==> src/rtl/divider_unit.sv <==
// Multi-cycle unsigned restoring divider: one quotient bit per clock, with a
// one-cycle done pulse and held quotient/remainder/divide-by-zero results.
module divider_unit #(
  parameter int WIDTH = 8
) (
  input  logic             clk_i,
  input  logic             rst_ni,
  input  logic             start_i,
  input  logic [WIDTH-1:0] dividend_i,
  input  logic [WIDTH-1:0] divisor_i,
  output logic             busy_o,
  output logic             done_o,
  output logic [WIDTH-1:0] quotient_o,
  output logic [WIDTH-1:0] remainder_o,
  output logic             div_by_zero_o
);

  localparam int CW = $clog2(WIDTH + 1);

  typedef enum logic [1:0] {
    S_IDLE,
    S_RUN,
    S_DONE
  } state_e;

  state_e           state_q;
  logic [WIDTH-1:0] rem_q;
  logic [WIDTH-1:0] qacc_q;
  logic [WIDTH-1:0] dvsr_q;
  logic [CW-1:0]    cnt_q;
  logic             busy_q;
  logic             done_q;
  logic [WIDTH-1:0] quot_q;
  logic [WIDTH-1:0] rem_out_q;
  logic             dbz_q;

  logic [WIDTH:0]   shifted_d;
  logic             ge_d;
  logic [WIDTH-1:0] rem_d;
  logic [WIDTH-1:0] qacc_d;

  // The partial remainder is always below the divisor, so WIDTH bits hold it;
  // only the shifted trial value needs the extra bit for the compare.
  always_comb begin
    shifted_d = {rem_q, qacc_q[WIDTH-1]};
    ge_d      = (shifted_d >= {1'b0, dvsr_q});
    rem_d     = shifted_d[WIDTH-1:0];
    qacc_d    = {qacc_q[WIDTH-2:0], 1'b0};
    if (ge_d) begin
      rem_d  = shifted_d[WIDTH-1:0] - dvsr_q;
      qacc_d = {qacc_q[WIDTH-2:0], 1'b1};
    end
  end

  always_ff @(posedge clk_i or negedge rst_ni) begin
    if (!rst_ni) begin
      state_q   <= S_IDLE;
      rem_q     <= '0;
      qacc_q    <= '0;
      dvsr_q    <= '0;
      cnt_q     <= '0;
      busy_q    <= 1'b0;
      done_q    <= 1'b0;
      quot_q    <= '0;
      rem_out_q <= '0;
      dbz_q     <= 1'b0;
    end else begin
      case (state_q)
        S_IDLE: begin
          done_q <= 1'b0;
          if (start_i) begin
            if (divisor_i != '0) begin
              dvsr_q  <= divisor_i;
              qacc_q  <= dividend_i;
              rem_q   <= '0;
              cnt_q   <= CW'(WIDTH);
              busy_q  <= 1'b1;
              state_q <= S_RUN;
            end else begin
              quot_q    <= '1;
              rem_out_q <= dividend_i;
              dbz_q     <= 1'b1;
              done_q    <= 1'b1;
              state_q   <= S_DONE;
            end
          end
        end
        S_RUN: begin
          rem_q  <= rem_d;
          qacc_q <= qacc_d;
          cnt_q  <= cnt_q - CW'(1);
          if (cnt_q == CW'(1)) begin
            quot_q    <= qacc_d;
            rem_out_q <= rem_d;
            dbz_q     <= 1'b0;
            busy_q    <= 1'b0;
            done_q    <= 1'b1;
            state_q   <= S_DONE;
          end
        end
        S_DONE: begin
          done_q  <= 1'b0;
          state_q <= S_IDLE;
        end
        default: begin
          busy_q  <= 1'b0;
          done_q  <= 1'b0;
          state_q <= S_IDLE;
        end
      endcase
    end
  end

  assign busy_o        = busy_q;
  assign done_o        = done_q;
  assign quotient_o    = quot_q;
  assign remainder_o   = rem_out_q;
  assign div_by_zero_o = dbz_q;

endmodule
==> config.mk <==
export PLATFORM = sky130hd
export DESIGN_NAME = divider_unit
export DESIGN_NICKNAME = d
export VERILOG_FILES = /design/src/rtl/divider_unit.sv
export SDC_FILE = /design/constraint.sdc
export NUM_CORES = 1
export LEC_CHECK = 0
export ABC_AREA = 1
export CAP_MARGIN = 25
export CELL_PAD_IN_SITES_DETAIL_PLACEMENT = 1
export CELL_PAD_IN_SITES_GLOBAL_PLACEMENT = 1
export CORE_ASPECT_RATIO = 2
export CORE_UTILIZATION = 45
export CTS_BUF_LIST = sky130_fd_sc_hd__clkbuf_2
export DETAILED_ROUTE_END_ITERATION = 16
export GPL_ROUTABILITY_DRIVEN = 1
export PLACE_DENSITY_LB_ADDON = 0.15
export SETUP_SLACK_MARGIN = 0.3
export SLEW_MARGIN = 20
export SYNTH_ARGS = -nofsm -noshare
export SYNTH_HDL_FRONTEND = slang
export SYNTH_SLANG_ARGS = --single-unit
==> constraint.sdc <==
create_clock -name clk_i -period 3.5 [get_ports clk_i]
set_input_delay 0.35 -clock clk_i [delete_from_list [all_inputs] [get_ports clk_i]]
set_output_delay 0.35 -clock clk_i [all_outputs]
set_load 0.02 [all_outputs]
Word level (Yosys, flattened, before mapping) --
Cells that the tools add are included.
Storage, ports and cells: flip-flop bits (word level) 49, input port bits 19, output and inout port bits 19, logic and storage cells 63
Cells by class: add/subtract/negate cells 2, $lt $le $gt $ge 1, eq/ne operators 7, muxes and demuxes 34, bitwise logic cells 1, reductions and logical operators 8
Operator list (count):
- 8-bit two-way mux | 11
- 8-bit one-hot mux with 2 select lines | 4
- 9-bit by 8-bit greater-or-equal comparator with 1-bit output | 1
- 1-bit two-way mux | 9
- 4-bit two-way mux | 2
- 2-bit != test, second input constant | 4
- 4-bit one-hot mux with 2 select lines | 1
- 4-bit AND reduction | 2
- 8-bit nonzero test | 1
- 8-bit subtractor | 1
- 2-bit two-way mux | 3
- 3-bit AND reduction | 2
- 4-bit by 1-bit == test with 1-bit output, second input constant | 1
- 1-bit one-hot mux with 2 select lines | 2
- 2-bit one-hot mux with 2 select lines | 1
- 4-bit by 1-bit subtractor with 4-bit output, second input constant | 1
- 1-bit one-hot mux with 3 select lines | 1
- 2-bit by 1-bit == test with 1-bit output, second input constant | 1
- 2-bit == test, second input constant | 1
- 2-bit zero test | 1
- 2-bit AND reduction | 1
- 2-bit nonzero test | 1
- 1-bit NOT | 1

Logic depth before layout (Yosys ltp) --
Gate-level depths: netlist of the first run.
depth in word-level cells 4, gate-level depth with buffers 13, mapped depth without buffers 13

Worst setup path after synthesis of the first run --
OpenSTA, ideal clock, no wires.
path type register to register, from reg qacc_q[7], to reg rem_out_q[6] (netlist: remainder_o[6]), setup time 0.113 ns, arrival 1.528 ns, data required time 3.387 ns, setup slack 1.859 ns, stages on the path, launching flop included 12, buffers on the path 0, clock period less this slack 1.641 ns, cells stage by stage dfrtp_1 inv_1 ha_1 fa_1 nor2_1 nand2_1 nand4_1 nand2_1 nand3_1 nand3_1 nand2_1 inv_1
On the way: word-level cells in the longest chain between the ends 4, elaborated cells on any way between the ends 5, those cells by class add/sub (1); order compare (1); mux (3)
Ends and longest elaborated chain:
- start: declaration | line 28 | logic [WIDTH-1:0] qacc_q;
- start signal: assignment | line 74 | qacc_q <= dividend_i;
- start signal: assignment | line 90 | qacc_q <= qacc_d;
- 8-bit subtractor / 9-bit by 8-bit greater-or-equal comparator with 1-bit output (equally long branches) | line 50, 46
- 8-bit two-way mux (*) | line 49 | if (ge_d) begin
- 8-bit two-way mux (*) | line 92 | if (cnt_q == CW'(1)) begin
- 8-bit one-hot mux with 2 select lines (*) | line 68 | case (state_q)
- end signal: assignment | line 81 | rem_out_q <= dividend_i;
- end signal: assignment | line 94 | rem_out_q <= rem_d;
- end: declaration | line 34 | logic [WIDTH-1:0] rem_out_q;
Every way passes the cells marked *; elsewhere a longest branch is shown, timed or not. The select of a mux whose other input is x is not followed. A chain may end at the register's enable or synchronous reset.

Worst setup path after layout of the first run --
from reg state_q[1], to reg rem_q[4]
On the way: word-level cells in the longest chain between the ends 3, elaborated cells on any way between the ends 7, those cells by class eq/ne (3); mux (1); reduce/logical (3)
Ends and longest elaborated chain:
- start: declaration | line 26 | state_e state_q;
- start signal: assignment | line 57 | state_q <= S_IDLE;
- start signal: assignment | line 78 | state_q <= S_RUN;
- start signal: assignment | line 84 | state_q <= S_DONE;
- 2-bit zero test / 2-bit by 1-bit == test with 1-bit output (equally long branches) | line 68
- 2-bit != test (no source line) / 2-bit nonzero test (equally long branches)
- 3-bit AND reduction (no source line)
- end signal: assignment | line 89 | rem_q <= rem_d;
- end: declaration | line 27 | logic [WIDTH-1:0] rem_q;
Several ways; a longest one is shown, not always the timed one.

==> results of run 1 <==
area by class of cell:
class                      count  area (um2)  area share
tap                           63       78.83     0.02449
timing repair buffer          40       402.9      0.1252
multi-input combinational    228        1212      0.3767
inverter                      69       264.0     0.08204
sequential                    49        1226      0.3810
clock buffer                   6       30.03    0.009331
clock inverter                 1       3.754    0.001166
synth_stat cells, types with 2 or more instances:
| cell | number | area, um2 |
|---|---|---|
| clkbuf_1 | 2 | 7.510 |
| nand2_1 | 79 | 296.5 |
| nand3_1 | 29 | 145.1 |
| o211ai_1 | 2 | 15.01 |
| ha_1 | 10 | 125.1 |
| nand4_1 | 12 | 75.07 |
| or2_2 | 9 | 56.30 |
| xnor2_1 | 3 | 26.28 |
| nand2_4 | 2 | 22.52 |
| dfrtp_1 | 49 | 1226 |
| o21ai_1 | 2 | 10.01 |
| nor2_2 | 9 | 56.30 |
| buf_2 | 3 | 15.01 |
| inv_1 | 67 | 251.5 |
| nor2_1 | 23 | 86.33 |
| o21ai_0 | 24 | 120.1 |
| a21oi_1 | 13 | 65.06 |
kinds of logic after synthesis:
kind of cell	after synthesis
flip-flops	49
buffers and inverters	76
adder cells (fa/ha/maj)	11
XOR/XNOR	3
AND/OR/NAND/NOR	168
AO/OA/AOI/OAI	46
power by group through the flow:
stage               clock network (W)  registers (W)  logic [W]
finish                       0.000226       0.000955    0.00193
CTS                          0.000235       0.000959    0.00195
global placement                    0       0.000954    0.00188
detailed placement                  0       0.000972    0.00194
floorplan                           0        0.00105    0.00126
global route                 0.000247       0.000985    0.00217
state kept, by name, summed over array words and instances, names as in the netlist:
signal,flops
cnt_q,4
dvsr_q,8
remainder_o,8
div_by_zero_o,1
quotient_o,8
qacc_q,8
state_q,2
done_o,1
busy_o,1
rem_q,8
per-layer routing:
layer | part of all wire | wire length, um | track usage
met1 | 0.38 | 2780 | 0.2632
met5 | 0 | 0 | 0
met4 | 0.034 | 244 | 0.1220
met3 | 0.018 | 133 | 0.03456
met2 | 0.57 | 4124 | 0.4761
per-stage QoR:
stage | hold WS (ps) | cell area (um2) | util
after floorplan | 54.41 | 2751 | -
after global placement | 463.4 | 3154 | 0.5296
after detailed placement | 318.5 | 3174 | 0.5330
after CTS | 325.6 | 3218 | 0.5403
after global routing | 357.0 | 3218 | 0.5403
final | 350.8 | 3218 | 0.5403
repair_timing:
item,in CTS,in global routing
hold buffers,1,0
endpoints found under the hold margin,17,0
setup buffers,0,0
final timing paths:
kind / to / depth (start not counted)
max reg2reg: rem_q[4] / 7
min reg2reg: busy_o / 1
max: rem_q[4] / 7
max in group asynchronous: state_q[1] / 3
min: qacc_q[6] / 2
min in group clk_i: dvsr_q[0] / 3
==> results.sh, run 1 <==
export IMPL_status="finished, final reports clean"
export IMPL_setup_tns_ps=0
export IMPL_startpoint_type="flip-flop"
export IMPL_slew_headroom=0.4502
export IMPL_cts_htree_levels=2
export IMPL_insertion_delay_ps=450
export IMPL_grt_pass1_vias=2555
export IMPL_pwr_share_comb=0.620
export IMPL_drt_vias_per_instance=5.178
export IMPL_pin_count=38
export IMPL_cp_arrival_ps=2640
export IMPL_synth_edf_count=0
export IMPL_critPathRequiredTime_ps=3850
export IMPL_wl_mm=7.283
export IMPL_fin_crit_sh=0.6518
export IMPL_fp_dieH_um=112.6
export IMPL_rows=40
export IMPL_cts_buffer_depth=2
export IMPL_dp_cells=448
export IMPL_dp_hpwl_mm=5.848
export IMPL_fin_cells=456
export IMPL_path_class="flip-flop to flip-flop"
export IMPL_grt_pass1_wl_mm=12.18
export IMPL_fin_skew_ps=16.91
export IMPL_crit_path_start="state_q[1]"
export IMPL_reg2reg_from="state_q[1]"
export IMPL_track_usage=0.2524
export IMPL_timing_critical_path_buf_inv=3
export IMPL_final_common_cell="nand2_1"
export IMPL_fill_cells=790
export IMPL_p_seq_frac=0.307
export IMPL_antenna_cells=0
export IMPL_synthMuxAreaShare=0
export IMPL_cts_repair_resized=0
export IMPL_maxCapViolCount=0
export IMPL_cts_root_buffer="clkbuf_2"
export IMPL_synth_nets=383
export IMPL_dr_pass1_iters=4
export IMPL_max_freq_mhz=438.3
export IMPL_most_common_layout_cells="nand2_1, inv_1, dfrtp_1, clkdlybuf4s50_1, nand3_1"
export IMPL_ys_ff_latch=49
export IMPL_period_needed_ps=2281
export IMPL_cts_buffers=5
export IMPL_crit_chain="nor2_2 > inv_2 > o21ai_1 > buf_4 > inv_1 > nand2_1 > nand3_1"
export IMPL_synth_yosys_warnings=0
export IMPL_cp_end_kind="flip-flop"
export IMPL_grt_max_degree=33
export IMPL_leakage_nw=1.672
export IMPL_antenna_found_initial=0
export IMPL_worst_slack_ps=1219
export IMPL_synth_adder_area_share=0.05275
export IMPL_p_int_w=0.001571
export IMPL_peakVddDrop_mv=0.4758
export IMPL_yosys_area_share_simple=0.2851
export IMPL_syn_to_final_growth_pct=16.96
export IMPL_finalPower_w=0.003107
export IMPL_yosysSeqAreaShare=0.4457
export IMPL_hp_class="input port to asynchronous set/reset pin"
export IMPL_start_util=0.4620
export IMPL_pre_cts_slack_ps=1230
export IMPL_drive_gt1_frac=0.09160
export IMPL_powerDensity_nw_per_um2=965.5
export IMPL_finalSetupViolCount=0
export IMPL_synth_xor_area_share=0.009550
export IMPL_synthFlopType="dfrtp_1"
export IMPL_num_vias=2361
export IMPL_drc=0
export IMPL_slowest_stage="nor2_2"
export IMPL_rsz0062_at_grt="false"
export IMPL_clkSlewWorstSetupHoldPaths_ps=230
export IMPL_synth_area_um2=2751
export IMPL_die_w_um=57.29
export IMPL_synth_top_family_by_area="simple AND/OR/NAND/NOR gates"
export IMPL_async_reset_ff_frac=1.000
export IMPL_power_switching_w=0.001536
export IMPL_cp_top_family="simple AND/OR/NAND/NOR gates"
export IMPL_finalHoldViolCount=0
export IMPL_core_area_um2=5956
export IMPL_switching_share=0.4942
export IMPL_grt_ovfl_total=0
export IMPL_avgSynthCellArea_um2=7.794
export IMPL_die_area_um2=6450
export IMPL_drtIter0Drc=52
export IMPL_antenna_left=0
export IMPL_drv_slew=0
export IMPL_netlist_instances=353
export IMPL_synth_compound_area_share=0.09322
export IMPL_r2r_slack_ps=1220
export IMPL_place_congestion=0.8173
export IMPL_clkPwrFrac=0.073
export IMPL_cts_sinks=49
export IMPL_cts_tree="yes"
export IMPL_worst_path_max_fanout=22
export IMPL_num_nets_final=423
export IMPL_synth_distinct_cells=32
export IMPL_max_stage_delay_ps=660
export IMPL_avgRoutedWirePerCell_um=15.97
export IMPL_tightest_slew_ps=823.8
export IMPL_io_buffers=37
Power figures use the tool's default switching activity.
==> run 2: changes to the inputs <==
Settings changed: CORE_UTILIZATION 45 to 38.
Clock period 3.5 ns to 1.85 ns, I/O delays scaled along.
==> run 2 against run 1 <==
  * First-iteration DRC count up 27%
  * Worst hold slack worse by 63 ps
  * Via count is 17% higher
  * Clock-buffer cell count unchanged
  * Sequential share of layout area is 9.6 points lower
  * Critical path type unchanged
  * Largest cell class is now multi-input combinational cells
  * Largest power group unchanged
==> results.sh, run 2 (synthesized netlist as in run 1, its figures left out) <==
export IMPL_drive_gt1_frac=0.4159
export IMPL_leakage_nw=2.068
export IMPL_dp_cells=496
export IMPL_antenna_left=0
export IMPL_max_freq_mhz=550.4
export IMPL_use_met2=0.5069
export IMPL_slowest_stage="dfrtp_1"
export IMPL_critPathRequiredTime_ps=2210
export IMPL_drv_slew=0
export IMPL_io_buffers=37
export IMPL_track_usage=0.2517
export IMPL_dr_pass1_iters=4
export IMPL_maxCapViolCount=0
export IMPL_most_common_layout_cells="nand2_1, inv_1, dfrtp_1, buf_4, o21ai_0"
export IMPL_start_util=0.3964
export IMPL_cp_arrival_ps=2180
export IMPL_num_nets_final=482
export IMPL_startpoint_type="flip-flop"
export IMPL_status="finished, final reports clean"
export IMPL_multi_input_area_um2=1803
export IMPL_use_met3=0.02323
export IMPL_hp_class="input port to flip-flop"
export IMPL_grt_pass1_vias=2920
export IMPL_crit_top_cell="nand2_4"
export IMPL_wl_mm=9.779
export IMPL_fin_crit_sh=0.9821
export IMPL_worst_path_max_fanout=5
export IMPL_drtIter0Drc=66
export IMPL_finalSetupViolCount=0
export IMPL_pre_cts_slack_ps=-89.51
export IMPL_cts_buffer_depth=2
export IMPL_max_stage_delay_ps=480
export IMPL_place_congestion=0.7844
export IMPL_dp_hpwl_mm=6.073
export IMPL_final_common_cell="nand2_1"
export IMPL_rsz0062_at_grt="true"
export IMPL_antenna_cells=0
export IMPL_crit_chain="ha_4 > nand2_4 > inv_2 > nand2_4 > nand2_4 > nand2_4 > nand4_4 > buf_6 > a21oi_2 > o21ai_1"
export IMPL_cts_htree_levels=2
export IMPL_seq_area_um2=1226
export IMPL_cts_sinks=49
export IMPL_cp_top_family="simple AND/OR/NAND/NOR gates"
export IMPL_fin_skew_ps=13.66
export IMPL_avgRoutedWirePerCell_um=18.04
export IMPL_path_class="flip-flop to flip-flop"
export IMPL_pin_count=38
export IMPL_cts_tree="yes"
export IMPL_fill_cells=807
export IMPL_antenna_found_initial=0
export IMPL_insertion_delay_ps=450
export IMPL_num_vias=2770
export IMPL_powerDensity_nw_per_um2=1977
export IMPL_drc=0
export IMPL_timing_critical_path_buf_inv=2
export IMPL_die_w_um=62.17
export IMPL_cts_root_buffer="clkbuf_2"
export IMPL_hold_worst_slack_ps=287.3
export IMPL_peakVddDrop_mv=1.037
export IMPL_grt_use_met1=0.2509
export IMPL_syn_to_final_growth_pct=56.43
export IMPL_finalHoldViolCount=0
export IMPL_clkSlewWorstSetupHoldPaths_ps=250
export IMPL_slew_headroom=0.5701
export IMPL_top_usage_layer="met2"
export IMPL_tightest_slew_ps=644.9
export IMPL_fin_cells=542
export IMPL_period_needed_ps=1817
export IMPL_rows=43
export IMPL_grt_max_degree=50
export IMPL_grt_pass1_wl_mm=14.61
export IMPL_finalPower_w=0.008508
export IMPL_core_area_um2=6940
export IMPL_die_area_um2=7606
export IMPL_drt_vias_per_instance=5.111
export IMPL_grt_ovfl_total=0
export IMPL_worst_slack_ps=33.16
export IMPL_fp_dieH_um=122.3
export IMPL_cp_end_kind="flip-flop"
export IMPL_cts_buffers=5
## run 2: metal layers
metal / vias up / share of wire
met3: 24 / 0.013
met5: - / 0
met4: 0 / 0.043
met2: 49 / 0.59
met1: 1380 / 0.35
li1: 1317 / -
## run 2: metrics by stage
stage / area (um2) / setup TNS [ps] / util
6_report: 4304 / 0 / 0.6202
5_1_grt: 4304 / -218.1 / 0.6202
4_1_cts: 4005 / 0 / 0.5771
3_5_place_dp: 3408 / -432.8 / 0.4911
3_3_place_gp: 3408 / -68.68 / 0.4911
2_1_floorplan: 2806 / 0 / -
## run 2: cell type report
type,count,area share
clock buffer,6,0.006977
inverter,69,0.06570
timing repair buffer,96,0.1945
clock inverter,1,0.0008721
tap,90,0.02616
timing repair inverter,1,0.002035
multi-input combinational,230,0.4189
sequential,49,0.2849
## run 2: final timing paths
check | startpoint | endpoint | slack (ps) | depth (start not counted)
min in group asynchronous | rst_ni | rem_q[7] | 330 | 3
hold / removal | divisor_i[7] | dvsr_q[7] | 290 | 3
setup reg to reg | rem_q[2] | qacc_q[0] | 30 | 10
hold reg to reg | qacc_q[0] | qacc_q[0] | 540 | 2
setup / recovery | rem_q[2] | qacc_q[0] | 30 | 10
max in group asynchronous | rst_ni | state_q[0] | 1090 | 3
## run 2: worst register-to-register path, cell delays in order, from the launching register on
cell	delay (ps)
dfrtp_1	480
ha_4	280
nand2_4	100
inv_2	50
nand2_4	100
nand2_4	70
nand2_4	80
nand4_4	190
buf_6	180
a21oi_2	120
o21ai_1	80
## run 2: report_power, final
group          total [W]  switching [W]  internal [W]
logic            0.00618        0.00357       0.00261
clock network   0.000444       0.000356     0.0000878
registers        0.00189       0.000346       0.00154
total            0.00851        0.00427       0.00423
## run 2: what timing repair did
| item | CTS | global route |
|---|---|---|
| resized for setup | 105 | 53 |
| hold buffers | 1 | 0 |
| pin swaps | 33 | 34 |
| setup buffers | 24 | 11 |
| setup endpoints to repair | 62 | 36 |
| gates cloned | 3 | 0 |
| endpoints found under the hold margin | 49 | 0 |
==> patch, RTL diff (flow settings as in run 2) <==
Change the parameter `WIDTH` from 8 to 4.
--- a/src/rtl/divider_unit.sv
+++ b/src/rtl/divider_unit.sv
@@ -3,3 +3,3 @@
 module divider_unit #(
-  parameter int WIDTH = 8
+  parameter int WIDTH = 4
 ) (
Ports: changed (resized dividend_i, divisor_i, quotient_o and remainder_o); port bits go from 38 to 22. No check against the original RTL was run, so the function may have changed too.
==> patch against run 2 <==
Cell area is 53% lower; final cell count down 52%; worst setup slack improved by 180 ps; routed wire length is 57% lower; sequential cell count decreased by 21; synthesized cell count decreased by 50%; via count is 54% lower; core utilization down 6.7 points; global-route usage shrank 2.4 points; area after synthesis shrank 47%; sequential share of layout area up 6.3 points; power is 52% lower.
==> patch: results (changes against run 2) <==
stage,metric,value,unit,change
clock_network,root buffer cell,clkbuf_2,,
placement,detailed placer's ending HPWL,2780,µm,-54%
global_route,GRT Util Overall,0.227,,-0.0245
yosys,register area share after synthesis,0.483,,+0.0375
yosys,ys flop type,dfrtp_1,,
route,Total Routed Length,4220,µm,-57%
global_route,first-pass GRT wire length,6540,µm,-55%
power_and_ir_drop,Max VDD drop,916,µV,-12%
run_status,outcome,finished clean,,
layout,share of cells above drive strength 1,0.268,,-0.148
setup_path,WP data arrival,1940,ps,-240 ps
layout,number of diodes,0,,unchanged
clock_network,worst skew pair latency,370,ps,-80 ps
timing,Worst Max-Slew Pin Slew,406,ps,-239 ps
route,vias post-DR,1276,,-54%
layout,nets,232,,-52%
timing,clock skew,14.8,ps,+1.13 ps
route,vias per std cell,4.87,,-4.7%
yosys,Synthesized Nets,193,,-50%
power_and_ir_drop,static leakage,0.000981,µW,-53%
placement,# port buffers,21,,-43%
setup_path,worst setup path endpoint,remainder_o[2]$_DFFE_PN0P_,,
setup_path,r2r worst-path depth,12,,+2
global_route,vias in the first global route,1406,,-52%
clock_network,Clock Tree Buf Depth,2,,unchanged
yosys,YS warnings,0,,unchanged
clock_network,Num CTS Buffers,3,,-2
setup_path,FF-to-FF Start,rem_q[0]$_DFFE_PN0P_,,
clock_network,clock slew at reported path FFs,270,ps,+20 ps
yosys,top post-synthesis cells by count,"nand2_1 (38), inv_1 (32), dfrtp_1 (28), nand3_1 (17), nor2_1 (13)",,
placement,placed insts,246,,-50%
clock_network,postcts setup bufs,6,,-75%
yosys,Post-synth ARST share,1.00,,unchanged
route,first-pass iteration count of the detailed router,4,,unchanged
placement,Final Wtd Congestion,0.781,,-0.45%
route,DRT iter0 DRCs,17,,-74%
global_route,pin count of the biggest net entering global routing,29,,-42%
yosys,Mapped Cells,175,,-50%
setup_path,Crit Path Category,reg -> reg,,
setup_path,worst-path fanout max,6,,+1
clock_network,H-tree Lvls,1,,-1
global_route,initial antenna violation count,0,,unchanged
setup_path,R2R Setup Slk,210,ps,+180 ps
worst_hold_path,Hold WC Path Type,in -> async,,
yosys,ranking of synthesized cells by area,"dfrtp_1 (48%), nand2_1 (9.8%), inv_1 (8.3%)",,
yosys,Synth cell types,25,,-22%
clock_network,Post-CTS Resized,29,,-72%
## patch: cell count changes after synthesis, sizes merged, moves of 4 or more
cell / delta
nand4: -8
o21ai: -17
ha: -4
nor2: -17
nand3: -13
or2: -6
inv: -35
dfrtp: -21
buf: -4
a21oi: -7
nand2: -39
## patch: final cells by class
class	count	area, µm²
inverter	34	134
tap	49	61.3
clock buffer	3	15.0
clock inverter	1	3.75
multi-input combinational	112	795
sequential	28	702
timing repair buffer	35	305
fill	457	1630
## patch: logic make-up after synthesis
kind of cell,share of synthesized area
compound gates,0.0897
simple gates,0.262
xor+xnor,0.00604
buf+inv,0.0932
fa+ha+maj,0.0656
flops,0.483
## patch: per-stage QoR
| step | hold WS, ps | area (µm²) | util | setup slack (ps) |
|---|---|---|---|---|
| 2_1_floorplan | -111 | 1450 | - | 320 |
| 3_3_place_gp | 463 | 1730 | 0.475 | 183 |
| 3_5_place_dp | 466 | 1730 | 0.475 | 127 |
| 4_1_cts | 155 | 1860 | 0.510 | 287 |
| 5_1_grt | 138 | 2020 | 0.553 | 127 |
| 6_report | 158 | 2020 | 0.553 | 212 |
## patch: where the power goes
group | switching, µW | internal (µW)
clock network | 183 | 46.9
logic | 1680 | 1080
registers | 158 | 895
total | 2020 | 2020
## patch: worst max-delay path, cell delays in order (launching register included)
cell and delay, ps:
dfrtp_1 460, buf_6 130, ha_4 230, nand2_2 60, inv_2 40, nand2_2 50, nand2_2 60, nand2_4 120
nand2_8 100, nand3_4 120, nand3_2 70, nand2_2 80, inv_2 30
## patch: routing by layer
layer,track usage,vias up,share of wire
met5,0,-,0
met4,0.129,0,0.021
met3,0.0182,6,0.013
met2,0.419,15,0.61
met1,0.236,630,0.35
li1,-,625,-
